[config.mk]
export PLATFORM = sky130hd
export DESIGN_NAME = serial_fullsub_flat
export DESIGN_NICKNAME = d
export VERILOG_FILES = /design/src/rtl/serial_fullsub_if.sv /design/src/rtl/serial_fullsub.sv /design/src/flat_wrapper.sv
export SDC_FILE = /design/constraint.sdc
export NUM_CORES = 1
export LEC_CHECK = 0
export ABC_AREA = 0
export CAP_MARGIN = 30
export CELL_PAD_IN_SITES_DETAIL_PLACEMENT = 0
export CELL_PAD_IN_SITES_GLOBAL_PLACEMENT = 1
export CORE_UTILIZATION = 37
export CTS_CLUSTER_DIAMETER = 200
export CTS_CLUSTER_SIZE = 20
export DETAILED_ROUTE_END_ITERATION = 8
export PLACE_DENSITY_LB_ADDON = 0.1
export SYNTH_ARGS = -nofsm -noshare
export SYNTH_HDL_FRONTEND = slang
export SYNTH_SLANG_ARGS = --single-unit
[constraint.sdc]
create_clock -name clk -period 3 [get_ports clk]
set_input_delay 0.6 -clock clk [delete_from_list [all_inputs] [get_ports clk]]
set_output_delay 0.6 -clock clk [all_outputs]
set_load 0.03 [all_outputs]
[src/rtl/serial_fullsub_if.sv]
// serial_fullsub_if: start/busy/done handshake and operand/result bus for the bit-serial subtractor
interface serial_fullsub_if #(parameter int WIDTH = 4);
    logic             start;
    logic [WIDTH-1:0] a;
    logic [WIDTH-1:0] b;
    logic             b_in;
    logic             busy;
    logic             done;
    logic [WIDTH-1:0] diff;
    logic             b_out;
    modport master (output start, a, b, b_in, input busy, done, diff, b_out);
    modport slave  (input start, a, b, b_in, output busy, done, diff, b_out);
endinterface

[src/rtl/serial_fullsub.sv]
// serial_fullsub: bit-serial ripple-borrow subtractor, one full-subtractor cell, LSB first
module serial_fullsub #(
    parameter int WIDTH = 4
) (
    input  logic           clk,
    input  logic           reset,
    serial_fullsub_if.slave s
);
    localparam int CW = $clog2(WIDTH) + 1;
    typedef enum logic [1:0] {IDLE, SHIFT, DONE} state_t;
    state_t           state, state_n;
    logic [WIDTH-1:0] a_sr, b_sr, w;
    logic             borrow;
    logic [CW-1:0]    cnt;
    logic             d, nb, accept, last;
    always_comb begin
        d       = a_sr[0] ^ b_sr[0] ^ borrow;
        nb      = (~a_sr[0] & b_sr[0]) | (~(a_sr[0] ^ b_sr[0]) & borrow);
        accept  = s.start && state != SHIFT;
        last    = state == SHIFT && cnt == CW'(WIDTH - 1);
        state_n = accept ? SHIFT : last ? DONE : state == DONE ? IDLE : state;
    end
    always_ff @(posedge clk or posedge reset) begin
        if (reset) begin
            state   <= IDLE;
            a_sr    <= '0;
            b_sr    <= '0;
            w       <= '0;
            borrow  <= 1'b0;
            cnt     <= '0;
            s.busy  <= 1'b0;
            s.done  <= 1'b0;
            s.diff  <= '0;
            s.b_out <= 1'b0;
        end else begin
            state  <= state_n;
            s.busy <= accept || (state == SHIFT && !last);
            s.done <= last;
            if (accept) begin
                a_sr   <= s.a;
                b_sr   <= s.b;
                borrow <= s.b_in;
                cnt    <= '0;
            end else if (state == SHIFT) begin
                a_sr   <= a_sr >> 1;
                b_sr   <= b_sr >> 1;
                borrow <= nb;
                w      <= {d, w[WIDTH-1:1]};
                cnt    <= cnt + CW'(1);
            end
            // results only move on the completing edge so partial sums never leak out
            if (last) begin
                s.diff  <= {d, w[WIDTH-1:1]};
                s.b_out <= nb;
            end
        end
    end
endmodule
[src/flat_wrapper.sv]
// flat-port wrapper written by rule: the top's interface ports become plain ports
module serial_fullsub_flat 
#(
    parameter int WIDTH = 4
)
  (clk, reset, s_start, s_a, s_b, s_b_in, s_busy, s_done, s_diff, s_b_out);
  serial_fullsub_if #(.WIDTH(WIDTH)) s_i ();
  input  logic clk;
  input  logic reset;
  input wire logic [$bits(s_i.start)-1:0] s_start;
  input wire logic [$bits(s_i.a)-1:0] s_a;
  input wire logic [$bits(s_i.b)-1:0] s_b;
  input wire logic [$bits(s_i.b_in)-1:0] s_b_in;
  output wire logic [$bits(s_i.busy)-1:0] s_busy;
  output wire logic [$bits(s_i.done)-1:0] s_done;
  output wire logic [$bits(s_i.diff)-1:0] s_diff;
  output wire logic [$bits(s_i.b_out)-1:0] s_b_out;
  assign s_i.start = s_start;
  assign s_i.a = s_a;
  assign s_i.b = s_b;
  assign s_i.b_in = s_b_in;
  assign s_busy = s_i.busy;
  assign s_done = s_i.done;
  assign s_diff = s_i.diff;
  assign s_b_out = s_i.b_out;
  serial_fullsub #(.WIDTH(WIDTH)) u_core (.clk(clk), .reset(reset), .s(s_i));
endmodule
======== Word-level counts from Yosys, hierarchy flattened ========
Index checks and enable logic that the tools add are counted.
storage, ports and cells
  input port bits ......................... 12
  output and inout bits ................... 7
  logic and storage cells ................. 42
  register bits after elaboration ......... 25
cells by class
  add/subtract/negate cells ............... 1
  reductions and logical operators ........ 8
  bitwise gates (word level) .............. 8
  muxes and demuxes ....................... 11
  equality and inequality tests ........... 4
operators by type and width
  cell                                            count
  2-to-1 mux 4 bit                                4
  2-to-1 mux 2 bit                                3
  2-to-1 mux 3 bit                                2
  adder 3 x 1 -> 3 bit (second input constant)    1
  == test 3 x 2 -> 1 bit (second input constant)  1
  logical AND 1 bit                               3
  NOT 1 bit                                       3
  nonzero test 3 bit                              1
  AND 1 bit                                       2
  == test 2 x 1 -> 1 bit (second input constant)  1
  == test 2 bit (second input constant)           1
  2-to-1 mux 1 bit                                2
  != test 2 x 1 -> 1 bit (second input constant)  1
  AND reduction 2 bit                             1
  nonzero test 2 bit                              1
  XOR 1 bit                                       2
  logical NOT 1 bit                               1
  logical OR 1 bit                                1
  bitwise OR 1 bit                                1

======== Longest topological paths before layout ========
  word-level depth ........................ 6
  gate-level depth with buffers ........... 4
  mapped depth without buffers ............ 4

======== Worst setup path before layout ========
No wires, ideal clock.
  kind .................................... input-to-reg
  start ................................... in s_start
  end ..................................... reg u_core.a_sr[1]
  library setup time ...................... 0.125 ns
  stages on the path ...................... 4
  setup slack ............................. 1.510 ns
  data required time ...................... 2.875 ns
  path buffers ............................ 2
  data arrival time ....................... 1.365 ns
  cells stage by stage .................... buf_6 -> buf_8 -> mux2_4 -> mux2_4
on the way
  cells in the longest elaborated chain, start to end .. 2
  elaborated cells between the ends (all ways) .. 3
  those cells by class .................... mux (1); reduce/logical (2)
RTL lines
  element                                                 line                  source
  start: declaration                                      flat_wrapper.sv:10    input wire logic [$bits(s_i.start)-1:0] s_start;
  logical AND 1 bit *                                     serial_fullsub.sv:19  accept = s.start && state != SHIFT;
  2-to-1 mux 4 bit or nonzero test 2 bit (tied branches)  -
  end signal: assignment                                  serial_fullsub.sv:40  a_sr <= s.a;
  end signal: assignment                                  serial_fullsub.sv:45  a_sr <= a_sr >> 1;
  end: declaration                                        serial_fullsub.sv:12  logic [WIDTH-1:0] a_sr, b_sr, w;
Mark *: on every way between the ends. The rest lies on a longest branch, timed or not.
A chain may end at the register's enable or synchronous reset.

======== Final worst setup path ========
  start ................................... reg u_core.s.diff[2]
  end ..................................... out s_diff[2]
RTL lines
  element                   line                     source
  start: declaration        serial_fullsub_if.sv:12  modport slave (input start, a, b, b_in, output busy, done, diff, b_out);
  start signal: assignment  serial_fullsub.sv:53     s.diff <= {d, w[WIDTH-1:1]};
  end: declaration          flat_wrapper.sv:16       output wire logic [$bits(s_i.diff)-1:0] s_diff;
No word-level cell between the ends.

==> results.sh <==
export IMPL_cp_num_buf_inv=1
export IMPL_antenna_found_initial=0
export IMPL_yosysTopAreaCell="dfrtp_1"
export IMPL_synthTopCellsByArea="dfrtp_1 55%, mux2_2 20%, mux2i_1 6.4%"
export IMPL_cts_sinks=24
export IMPL_cts_resized=0
export IMPL_fp_coreArea_sq_um=2781
export IMPL_tns_ns=0
export IMPL_placed_cell_area_sq_um=1287
export IMPL_fin_crit_sh_pct=65.07
export IMPL_grt_setup_unrepaired="no"
export IMPL_grt_pass1_wl_um=2691
export IMPL_clkTransAtPathRegs_ns=0.14
export IMPL_ys_seq_elements=24
export IMPL_setup_viol=0
export IMPL_synth_cell_types=19
export IMPL_initial_utilization_pct=39.36
export IMPL_cts_made_buffers=3
export IMPL_postLayoutCoreUtil_pct=48.18
export IMPL_port_buffers=18
export IMPL_dieArea_sq_um=3180
export IMPL_timing_final_max_slew_violations=0
export IMPL_min_path_type="register to register"
export IMPL_wl_per_cell_um=12.55
export IMPL_start_kind="register"
export IMPL_p_leak_nw=0.6257
export IMPL_syn_cell_area_sq_um=1095
export IMPL_die_w_um=56.40
export IMPL_cp_end_kind="output pin"
export IMPL_avgSynthCellArea_sq_um=14.41
export IMPL_p_int_uw=943.9
export IMPL_maxCapViolations=0
export IMPL_yosysSeqAreaShare_pct=54.86
export IMPL_critPathMaxFanout=2
export IMPL_ys_warn_count=0
export IMPL_clk_latency_ns=0.31
export IMPL_drive_gt1_share_pct=30.21
export IMPL_first_pass_iters=4
export IMPL_dp_hpwl_um=1080
export IMPL_clkPwrFrac_pct=16.6
export IMPL_final_area_sq_um=1340
export IMPL_cts_hold_buf=0
export IMPL_grt_max_degree=25
export IMPL_switchingPower_uw=453.9
export IMPL_ir_worst_vdd_mv=0.6496
export IMPL_dr_total_vias=609
export IMPL_diodes=0
export IMPL_gp_congestion=0.6413
export IMPL_tritoncts="done"
export IMPL_vias_per_cell=4.795
export IMPL_grt_overflow=0
export IMPL_arrival_ns=1.35
export IMPL_drc=0
export IMPL_outcome="completed"
export IMPL_worst_slew_pin_slew_ns=0.6763
export IMPL_drtIter0Drc=19
export IMPL_combPwrFrac_pct=44.0
export IMPL_fin_worst_skew_ns=0.009905
export IMPL_crit_type="register to output pin"
export IMPL_max_freq_mhz=512.2
export IMPL_required_ns=2.40
export IMPL_slowest_stage="clkdlybuf4s50_1"
export IMPL_io_pin_count=19
export IMPL_cp_cell_sequence="clkdlybuf4s50_1"
export IMPL_post_cts_buffers=0
export IMPL_ant_nets=0
export IMPL_grt_usage_pct=11.20
export IMPL_layout_common_cells="24 x dfrtp_1, 19 x mux2_2, 18 x clkdlybuf4s50_1"
export IMPL_relSlewSlack_pct=54.91
export IMPL_die_y_um=56.40
export IMPL_area_delta_synth_final_pct=22.40
export IMPL_cts_max_level=1
export IMPL_swShare_pct=32.47
export IMPL_cts_root_buf="clkbuf_4"
export IMPL_yosysTopAreaCellShare_pct=54.86
export IMPL_cp_top_family="buffers and inverters"
export IMPL_finalCriticalPeriod_ns=1.952
export IMPL_grt_pass1_vias=601
export IMPL_nets=112
export IMPL_seqPwrFrac_pct=39.4
export IMPL_wl_um=1594
export IMPL_syn_inst=76
export IMPL_max_clock_path_buffers=2
export IMPL_power_density_nw_per_um2=1043
export IMPL_hold_viol=0
export IMPL_max_stage_delay_ns=0.67
export IMPL_rows=19
export IMPL_layout_commonest_cell="dfrtp_1"
export IMPL_synth_nets=91
==> synthesized netlist by cell type <==
cell type and number:
buf_4 1, mux2_2 19, nand2_1 1, ha_1 2, o21a_1 1, nand2b_1 1, o211a_1 1, mux2i_1 7
nand3b_1 1, nor2_1 2, fa_1 1, and2b_2 1, mux2_4 2, nand2b_2 2, buf_6 1, dfrtp_1 24
buf_8 1, inv_1 7, nor2b_1 1
==> worst reg2reg max path, stage by stage, from the launching register on <==
cell and delay, ns:
dfrtp_1 0.43, ha_1 0.21, ha_1 0.21, nand3b_1 0.29, mux2_2 0.38
==> logic make-up after synthesis <==
logic type	share of synthesized area, %
flops	54.86
simple gates	5.258
buf+inv	5.486
compound gates	1.600
fa+ha+maj	4.114
mux	28.69
==> per-layer routing <==
metal | up-vias | wire [um] | track usage, %
met5 | - | 0 | 0
met4 | 0 | 19 | 2.091
met3 | 2 | 80 | 5.069
met2 | 15 | 754 | 17.35
met1 | 296 | 740 | 14.63
li1 | 296 | - | -
==> power groups by stage <==
stage	Combinational, mW	Sequential [mW]	Clock (mW)
after floorplan	0.376	0.637	0
after global placement	0.614	0.557	0
after detailed placement	0.626	0.560	0
after CTS	0.630	0.553	0.244
after global routing	0.676	0.573	0.256
final	0.615	0.551	0.232
==> flip-flops by register name (all words and copies together), names as in the netlist <==
name,count
u_core.a_sr,4
u_core.state,2
u_core.borrow,1
u_core.w,3
u_core.s.b_out,1
u_core.cnt,3
u_core.b_sr,4
u_core.s.done,1
u_core.s.diff,4
u_core.s.busy,1
==> area by class of cell <==
cell class | count | area, sq um
Clock buffer | 3 | 22.52
Clock inverter | 1 | 30.03
Fill cell | 255 | 1441
Inverter | 7 | 26.28
Multi-Input combinational cell | 42 | 434.2
Sequential cell | 24 | 600.6
Tap cell | 31 | 38.79
Timing Repair Buffer | 19 | 187.7
==> worst paths after layout <==
path	to	depth (start not counted)	start	slack (ns)
worst min register to register	u_core.b_sr[2]$_DFFE_PP0P_	1	u_core.b_sr[3]$_DFFE_PP0P_	0.51
min in group asynchronous	u_core.s.done$_DFF_PP0_	3	reset	0.60
max in group asynchronous	u_core.b_sr[3]$_DFFE_PP0P_	3	reset	2.16
worst min-delay path	u_core.b_sr[2]$_DFFE_PP0P_	1	u_core.b_sr[3]$_DFFE_PP0P_	0.51
worst max-delay path	s_diff[2]	1	u_core.s.diff[2]$_DFFE_PP0P_	1.05
worst max register to register	u_core.s.diff[0]$_DFFE_PP0P_	4	u_core.cnt[0]$_DFFE_PP0P_	1.40
==> metrics by stage <==
stage                     instances  hold WS (ns)  power [mW]  setup WS [ns]
final                           127        0.5116       1.398          1.048
after global routing            127        0.5248       1.504         0.9629
after CTS                       127        0.5181       1.426          1.022
after detailed placement        123        0.4899       1.186         0.6987
after global placement          123        0.4836       1.171         0.7178
after floorplan                  76        0.4732       1.013          1.510
Power figures use the tool's default switching activity.
